`src/rtl/alu_seq.sv`:
```
// alu_seq: handshaked WIDTH-bit ALU with registered result/flags and bit-serial shifts.
// Build option: define ALU_MUL_EN to add the WIDTH-cycle shift-add multiplier on op 9.
module alu_seq #(
   parameter int WIDTH = 8
) (
   input  logic             clk,
   input  logic             rst,
   input  logic             in_valid,
   output logic             in_ready,
   input  logic [3:0]       op,
   input  logic [WIDTH-1:0] a,
   input  logic [WIDTH-1:0] b,
   output logic             out_valid,
   input  logic             out_ready,
   output logic [WIDTH-1:0] y,
   output logic             carry,
   output logic             zero,
   output logic             neg,
   output logic             ovf,
   output logic             err
);
   localparam int SH_W  = $clog2(WIDTH);
   localparam int CNT_W = $clog2(WIDTH + 1);

   typedef enum logic [1:0] {IDLE, BUSY, DONE} state_t;
   typedef enum logic [3:0] {
      OP_ADD = 4'd0, OP_SUB = 4'd1, OP_AND = 4'd2, OP_OR  = 4'd3, OP_XOR = 4'd4,
      OP_NOT = 4'd5, OP_SHL = 4'd6, OP_SHR = 4'd7, OP_SRA = 4'd8, OP_MUL = 4'd9
   } op_t;

   state_t           state;
   logic [3:0]       kind;
   logic [WIDTH-1:0] sh;
   logic [CNT_W-1:0] cnt;
   logic [SH_W-1:0]  amt;
   logic             is_shift;

   logic [WIDTH:0]   sum;
   logic [WIDTH:0]   dif;
   logic [WIDTH-1:0] r_y;
   logic             r_c;
   logic             r_v;
   logic             r_e;

   logic [WIDTH-1:0] sh_next;
   logic             sh_out;
   logic [WIDTH-1:0] fin_y;
   logic             fin_c;

`ifdef ALU_MUL_EN
   logic [2*WIDTH-1:0] prod;
   logic [2*WIDTH-1:0] prod_next;
   logic [WIDTH-1:0]   mcand;
   logic [WIDTH:0]     madd;
`endif

   assign in_ready = (state == IDLE) && !rst;
   assign amt      = b[SH_W-1:0];
   assign is_shift = (op == OP_SHL) || (op == OP_SHR) || (op == OP_SRA);

   // Result of every op that completes in the accept cycle (incl. zero-amount shifts).
   always_comb begin
      sum = {1'b0, a} + {1'b0, b};
      dif = {1'b0, a} - {1'b0, b};
      r_y = '0;
      r_c = 1'b0;
      r_v = 1'b0;
      r_e = 1'b0;
      case (op)
         OP_ADD: begin
            r_y = sum[WIDTH-1:0];
            r_c = sum[WIDTH];
            r_v = (a[WIDTH-1] == b[WIDTH-1]) && (sum[WIDTH-1] != a[WIDTH-1]);
         end
         OP_SUB: begin
            r_y = dif[WIDTH-1:0];
            r_c = ~dif[WIDTH];
            r_v = (a[WIDTH-1] != b[WIDTH-1]) && (dif[WIDTH-1] != a[WIDTH-1]);
         end
         OP_AND: r_y = a & b;
         OP_OR:  r_y = a | b;
         OP_XOR: r_y = a ^ b;
         OP_NOT: r_y = ~a;
         OP_SHL, OP_SHR, OP_SRA: r_y = a;
`ifdef ALU_MUL_EN
         OP_MUL: r_y = '0;
`endif
         default: r_e = 1'b1;
      endcase
   end

   always_comb begin
      sh_next = sh;
      sh_out  = 1'b0;
      case (kind)
         OP_SHL: begin
            sh_next = {sh[WIDTH-2:0], 1'b0};
            sh_out  = sh[WIDTH-1];
         end
         OP_SHR: begin
            sh_next = {1'b0, sh[WIDTH-1:1]};
            sh_out  = sh[0];
         end
         OP_SRA: begin
            sh_next = {sh[WIDTH-1], sh[WIDTH-1:1]};
            sh_out  = sh[0];
         end
         default: ;
      endcase
   end

`ifdef ALU_MUL_EN
   // Low half of prod starts as the multiplier and is consumed LSB-first.
   always_comb begin
      madd      = {1'b0, prod[2*WIDTH-1:WIDTH]} + (prod[0] ? {1'b0, mcand} : '0);
      prod_next = {madd, prod[WIDTH-1:1]};
   end
`endif

   always_comb begin
      fin_y = sh_next;
      fin_c = sh_out;
`ifdef ALU_MUL_EN
      if (kind == OP_MUL) begin
         fin_y = prod_next[WIDTH-1:0];
         fin_c = |prod_next[2*WIDTH-1:WIDTH];
      end
`endif
   end

   always_ff @(posedge clk) begin
      if (rst) begin
         state     <= IDLE;
         kind      <= '0;
         sh        <= '0;
         cnt       <= '0;
         y         <= '0;
         carry     <= 1'b0;
         zero      <= 1'b0;
         neg       <= 1'b0;
         ovf       <= 1'b0;
         err       <= 1'b0;
         out_valid <= 1'b0;
`ifdef ALU_MUL_EN
         prod      <= '0;
         mcand     <= '0;
`endif
      end else begin
         case (state)
            IDLE: begin
               if (in_valid) begin
                  kind <= op;
                  if (is_shift && (amt != '0)) begin
                     sh    <= a;
                     cnt   <= CNT_W'(amt);
                     state <= BUSY;
                  end
`ifdef ALU_MUL_EN
                  else if (op == OP_MUL) begin
                     mcand <= a;
                     prod  <= {{WIDTH{1'b0}}, b};
                     cnt   <= CNT_W'(WIDTH);
                     state <= BUSY;
                  end
`endif
                  else begin
                     y         <= r_y;
                     carry     <= r_c;
                     zero      <= (r_y == '0);
                     neg       <= r_y[WIDTH-1];
                     ovf       <= r_v;
                     err       <= r_e;
                     out_valid <= 1'b1;
                     state     <= DONE;
                  end
               end
            end
            BUSY: begin
               cnt <= cnt - CNT_W'(1);
               sh  <= sh_next;
`ifdef ALU_MUL_EN
               if (kind == OP_MUL) prod <= prod_next;
`endif
               if (cnt == CNT_W'(1)) begin
                  y         <= fin_y;
                  carry     <= fin_c;
                  zero      <= (fin_y == '0);
                  neg       <= fin_y[WIDTH-1];
                  ovf       <= 1'b0;
                  err       <= 1'b0;
                  out_valid <= 1'b1;
                  state     <= DONE;
               end
            end
            DONE: begin
               if (out_ready) begin
                  out_valid <= 1'b0;
                  state     <= IDLE;
               end
            end
            default: state <= IDLE;
         endcase
      end
   end
endmodule
```
`config.mk`:
```
export PLATFORM = sky130hd
export DESIGN_NAME = alu_seq
export DESIGN_NICKNAME = d
export VERILOG_FILES = /design/src/rtl/alu_seq.sv
export SDC_FILE = /design/constraint.sdc
export NUM_CORES = 1
export LEC_CHECK = 0
export CORE_MARGIN = 3
export CORE_UTILIZATION = 26
export CTS_CLUSTER_SIZE = 25
export DETAILED_ROUTE_END_ITERATION = 7
export HOLD_SLACK_MARGIN = 0.1
export SETUP_SLACK_MARGIN = 0.4
export SYNTH_ARGS = -nofsm -noshare
export SYNTH_HDL_FRONTEND = slang
export SYNTH_SLANG_ARGS = --single-unit
```
`constraint.sdc`:
```
create_clock -name clk -period 5.5 [get_ports clk]
set_input_delay 1.1 -clock clk [delete_from_list [all_inputs] [get_ports clk]]
set_output_delay 1.1 -clock clk [all_outputs]
set_load 0.1 [all_outputs]
```
After elaboration in Yosys (flattened, before gate mapping)

Index checks and enable logic that the tools add are counted.

Bits in registers: 32
Latch bits: 0
RAM bits: 0
Memory bits (read-only): 0
Input bits: 24
Output and inout port bits: 15
Memories: 0

Add/sub/neg operators: 3
Multipliers: 0
Div/mod/pow operators: 0
Order comparisons: 0
Equal/unequal tests: 23
Shifts and indexed selects: 0
Muxes and demuxes: 45
Bitwise gates (word level): 5
Reduce and logical (&&, ||, !) cells: 22

Operators with widths:

| cell                 | number |
|---|---|
| $pmux W8 S7          | 1 |
| $mux W8              | 5 |
| $pmux W8 S2          | 2 |
| $eq A4 B3 Y1 const B | 6 |
| $pmux W8 S3          | 1 |
| $mux W1              | 19 |
| $logic_not A8 Y1     | 2 |
| $pmux W1 S2          | 8 |
| $add A8 B8 Y9        | 1 |
| $reduce_or A9 Y1     | 1 |
| $sub A8 B8 Y9        | 1 |
| $and A8 B8 Y8        | 1 |
| $eq A4 B1 Y1 const B | 2 |
| $eq A4 B2 Y1 const B | 2 |
| $eq A4 B4 Y1 const B | 2 |
| $mux W2              | 4 |
| $mux W4              | 2 |
| $ne A2 B2 Y1 const B | 4 |
| $not A8 Y8           | 1 |
| $or A8 B8 Y8         | 1 |
| $pmux W4 S2          | 1 |
| $xor A8 B8 Y8        | 1 |
| $pmux W2 S3          | 1 |
| $reduce_and A3 Y1    | 2 |
| 20 further kinds     | 27 |

Longest topological paths before layout

Depth in word-level cells: 7
Gate-level depth with buffers: 10
Depth with buffers taken out: 10

Worst setup path before layout

Ideal clock, no wire load.

Kind: input to output
Start: in rst
End: out in_ready
Data arrival time: 3.319 ns
Data required time: 4.400 ns
Path slack: 1.081 ns
Cell stages on the path: 2
Path buffers: 1
Cell sequence: clkbuf_1 nor3_1

Word-level cells in the longest chain between the ends: 2

Ends and longest elaborated chain:

| what                | RTL line | RTL |
|---|---|---|
| start: declaration  | 7        | `input logic rst,` |
| $logic_not A1 Y1    | 57       | `assign in_ready = (state == IDLE) && !rst;` |
| $logic_and A1 B1 Y1 | 57       |  |
| end: declaration    | 9        | `output logic in_ready,` |

No other way between the ends.

Worst setup path after layout

Start: in a[0]
End: reg y[6]

Word-level cells in the longest chain between the ends: 5
Elaborated cells between the ends (all ways): 6
Classes of those cells: add/sub: 2; mux: 4

Ends and longest elaborated chain:

| what                                                  | RTL line | RTL |
|---|---|---|
| start: declaration                                    | 11       | `input logic [WIDTH-1:0] a,` |
| $sub A8 B8 Y9 / $add A8 B8 Y9 (equally long branches) | 64, 63   |  |
| $pmux W8 S7 (*)                                       | 69       | `case (op)` |
| $mux W8 (*)                                           | 153      | `if (is_shift && (amt != '0)) begin` |
| $mux W8 (*)                                           | 151      | `if (in_valid) begin` |
| $pmux W8 S2 (*)                                       | 149      | `case (state)` |
| end signal: assignment                                | 167      | `y <= r_y;` |
| end signal: assignment                                | 185      | `y <= fin_y;` |
| end: declaration                                      | 15       | `output logic [WIDTH-1:0] y,` |

Mark *: on every way between the ends. The rest lies on a longest branch, timed or not. The select of a mux whose other input is x is not followed.
A chain may end at the register's enable or synchronous reset.

==> summary.txt <==
final slew viol count: 0
status: finished, final reports clean
Area growth syn-to-layout: 18.2%
CTS tree: built
WP data required: 5650 ps
CTS Hold Buffers Added: 0
initial antenna violation count: 0
share of layout cells above drive strength 1: 5.57%
initial core utilization: 26.9%
Placer Congestion: 0.925
Worst EP arrival: 4010 ps
Comb pwr share: 35.9%
type of origin of the critical path: primary input
drt total wl: 10200 um
Core ar.: 12200 um^2
clk root buf: clkbuf_16
slowest CP cell: clkdlybuf4s50_1
number of vias per cell: 5.29
vias in the first global route: 3307
Syn Nets: 497
first-pass GRT wire length: 17000 um
Max VDD drop: 0.111 mV
Clk pwr share: 33.8%
Mapped Avg Cell Area: 7.35 um^2
Inserted Diodes: 0
pwr dens: 218 nW/um^2
max_slew headroom: 30.7%
GR Overflow Total: 0
Die Width: 118 um
most used cell, CP: nor3_1
Hold WC Path Type: reg2reg
setup TNS: 0 ps
Yosys reg bits: 31
Final Cycle Share: 70.2%
yosys warns: 0
initial DRC count: 210
Clock Latency Late Sink: 270 ps
gr usage total: 14.6%
H-tree levels: 2
flop2flop setup slack: 3310 ps
overall power: 0.843 mW
DR WL/cell: 16.0 um
I/O Buffers: 38
total number of vias: 3361
Fmax achieved: 259 MHz
Leakage: 1.48 nW
switching pwr: 0.308 mW
max cap viols: 0
Fin. Hold Viols: 0
buffers and inverters on the worst path: 2
crit path cell chain: clkdlybuf4s50_1, inv_1, ha_1, fa_1, nor3_1, nor3_1, o31ai_1, mux2i_1, nor3_1, a211o_1, a21oi_1
post-detail-place hpwl: 7900 um
Layout Nets: 518
worst hold margin: 458 ps
switching part of the total: 36.6%
Synth Cell Area: 3270 um^2
total CTS buffers: 5
Post-synth EDFFs: 0
Pre-antenna DRT Iters: 5
CTS Sinks: 31
Synth Instances: 445
post-cts resize count: 0
Netlist cell types: 73
CP peak stage delay: 620 ps
Post-synth top flop: dfxtp_1
min Tclk post-route: 3860 ps
Die H: 118 um
buffer depth of the longest clock path: 2
Reg power frac: 30.3%
cell-internal power: 0.535 mW
Final setup viols: 0
critical path's top delay family: simple AND/OR/NAND/NOR gates
CP Class: in2reg
clock slew at reported path FFs: 50 ps
# DRC: 0
Tightest Pin Transition: 1040 ps
post-route ant nets: 0
RSZ-0062 raised after global routing: false
sequential area share after synthesis: 19.0%
number of placed I/O pins: 39
# rows: 40
crit path max fanout: 6
largest net degree at the start of global routing: 31
die area: 14000 um^2
crit end category: flop
Clock Skew: 3.17 ps
Post-CTS Setup Inserts: 0
fraction of registers with async set/reset: 0%
Final Util: 31.8%
[placed cells by master (no fill, tap or decap), types with 5 or more instances in the layout]
| cell type | instances |
|---|---|
| clkdlybuf4s50_1 | 37 |
| a21o_1 | 6 |
| dfxtp_1 | 31 |
| buf_4 | 5 |
| mux2i_1 | 9 |
| nor2b_1 | 5 |
| o21ai_0 | 14 |
| nand2_1 | 43 |
| nor2_1 | 51 |
| nand3_1 | 11 |
| a21oi_1 | 44 |
| a211o_1 | 5 |
| a22oi_1 | 6 |
| and2_1 | 5 |
| clkbuf_16 | 5 |
| nor3b_1 | 7 |
| inv_1 | 29 |
| a211oi_1 | 12 |
| o211ai_1 | 11 |
| ha_1 | 26 |
| o21ai_1 | 5 |
| nor3_1 | 17 |
[worst min-delay path: cells and delay by family, from the launching register on]
| kind | cells | cell delay (ps) |
|---|---|---|
| simple gates | 1 | 50 |
| compound gates | 1 | 50 |
| flops | 1 | 310 |
[logic make-up (layout without fill, tap and decap cells)]
| logic type | count (synthesis) | after routing | synth area share (%) |
|---|---|---|---|
| simple gates | 168 | 168 | 26.5 |
| xor+xnor | 4 | 4 | 1.07 |
| compound gates | 148 | 148 | 30.8 |
| buf+inv | 57 | 79 | 8.76 |
| mux | 9 | 9 | 2.75 |
| flops | 31 | 31 | 19.0 |
| fa+ha+maj | 28 | 28 | 11.2 |
[synthesized netlist by cell type (7+ instances only)]
| master | instances | area, um^2 |
|---|---|---|
| nor2_1 | 51 | 191 |
| o211ai_1 | 11 | 82.6 |
| dfxtp_1 | 31 | 621 |
| nand2_1 | 43 | 161 |
| clkbuf_1 | 8 | 30.0 |
| nor3b_1 | 7 | 52.6 |
| buf_2 | 10 | 50.1 |
| mux2i_1 | 9 | 90.1 |
| nor3_1 | 17 | 85.1 |
| inv_1 | 29 | 109 |
| o21ai_0 | 14 | 70.1 |
| a211oi_1 | 12 | 90.1 |
| ha_1 | 26 | 325 |
| nand3_1 | 11 | 55.1 |
| a21oi_1 | 44 | 220 |
[registers in the layout, indices dropped and copies added (netlist names)]
register   flops
zero           1
state          2
ovf            1
err            1
sh             8
cnt            4
out_valid      1
kind           4
y              8
carry          1
[final timing paths]
kind / start / end / cells after the start
worst max-delay path: a[0] / y[6]$_SDFFE_PP0P_ / 11
worst min-delay path: y[0]$_SDFFE_PP0P_ / y[0]$_SDFFE_PP0P_ / 2
worst max register to register: state[0]$_SDFFE_PP0P_ / carry$_SDFFE_PP0P_ / 6
worst min register to register: y[0]$_SDFFE_PP0P_ / y[0]$_SDFFE_PP0P_ / 2
[through the flow]
stage / setup slack (ps) / instances / instance area (um^2)
floorplan: 1080 / 445 / 3270
global placement: 1390 / 627 / 3710
detailed placement: 1350 / 627 / 3710
CTS: 1640 / 635 / 3870
global route: 1370 / 635 / 3870
finish: 1640 / 635 / 3870
[cell type report]
class | instances | area, um^2
clock buffer | 8 | 156
fill | 1276 | 8290
inverter | 29 | 109
multi-input combinational | 357 | 2360
sequential | 31 | 621
tap | 168 | 210
timing repair buffer | 42 | 408
[power groups by stage]
stage | clock network, mW | registers (mW) | logic (mW)
final | 0.285 | 0.255 | 0.303
after CTS | 0.291 | 0.255 | 0.302
after floorplan | 0 | 0.302 | 0.178
after detailed placement | 0 | 0.259 | 0.301
after global routing | 0.301 | 0.257 | 0.331
after global placement | 0 | 0.259 | 0.298
[per-layer routing]
metal	global-route usage, %	wire [um]
met2	24.4	4810
met3	1.58	585
met4	5.49	217
met5	0	0
met1	19.3	4570
Note: power is estimated with default switching activity, not from simulation.
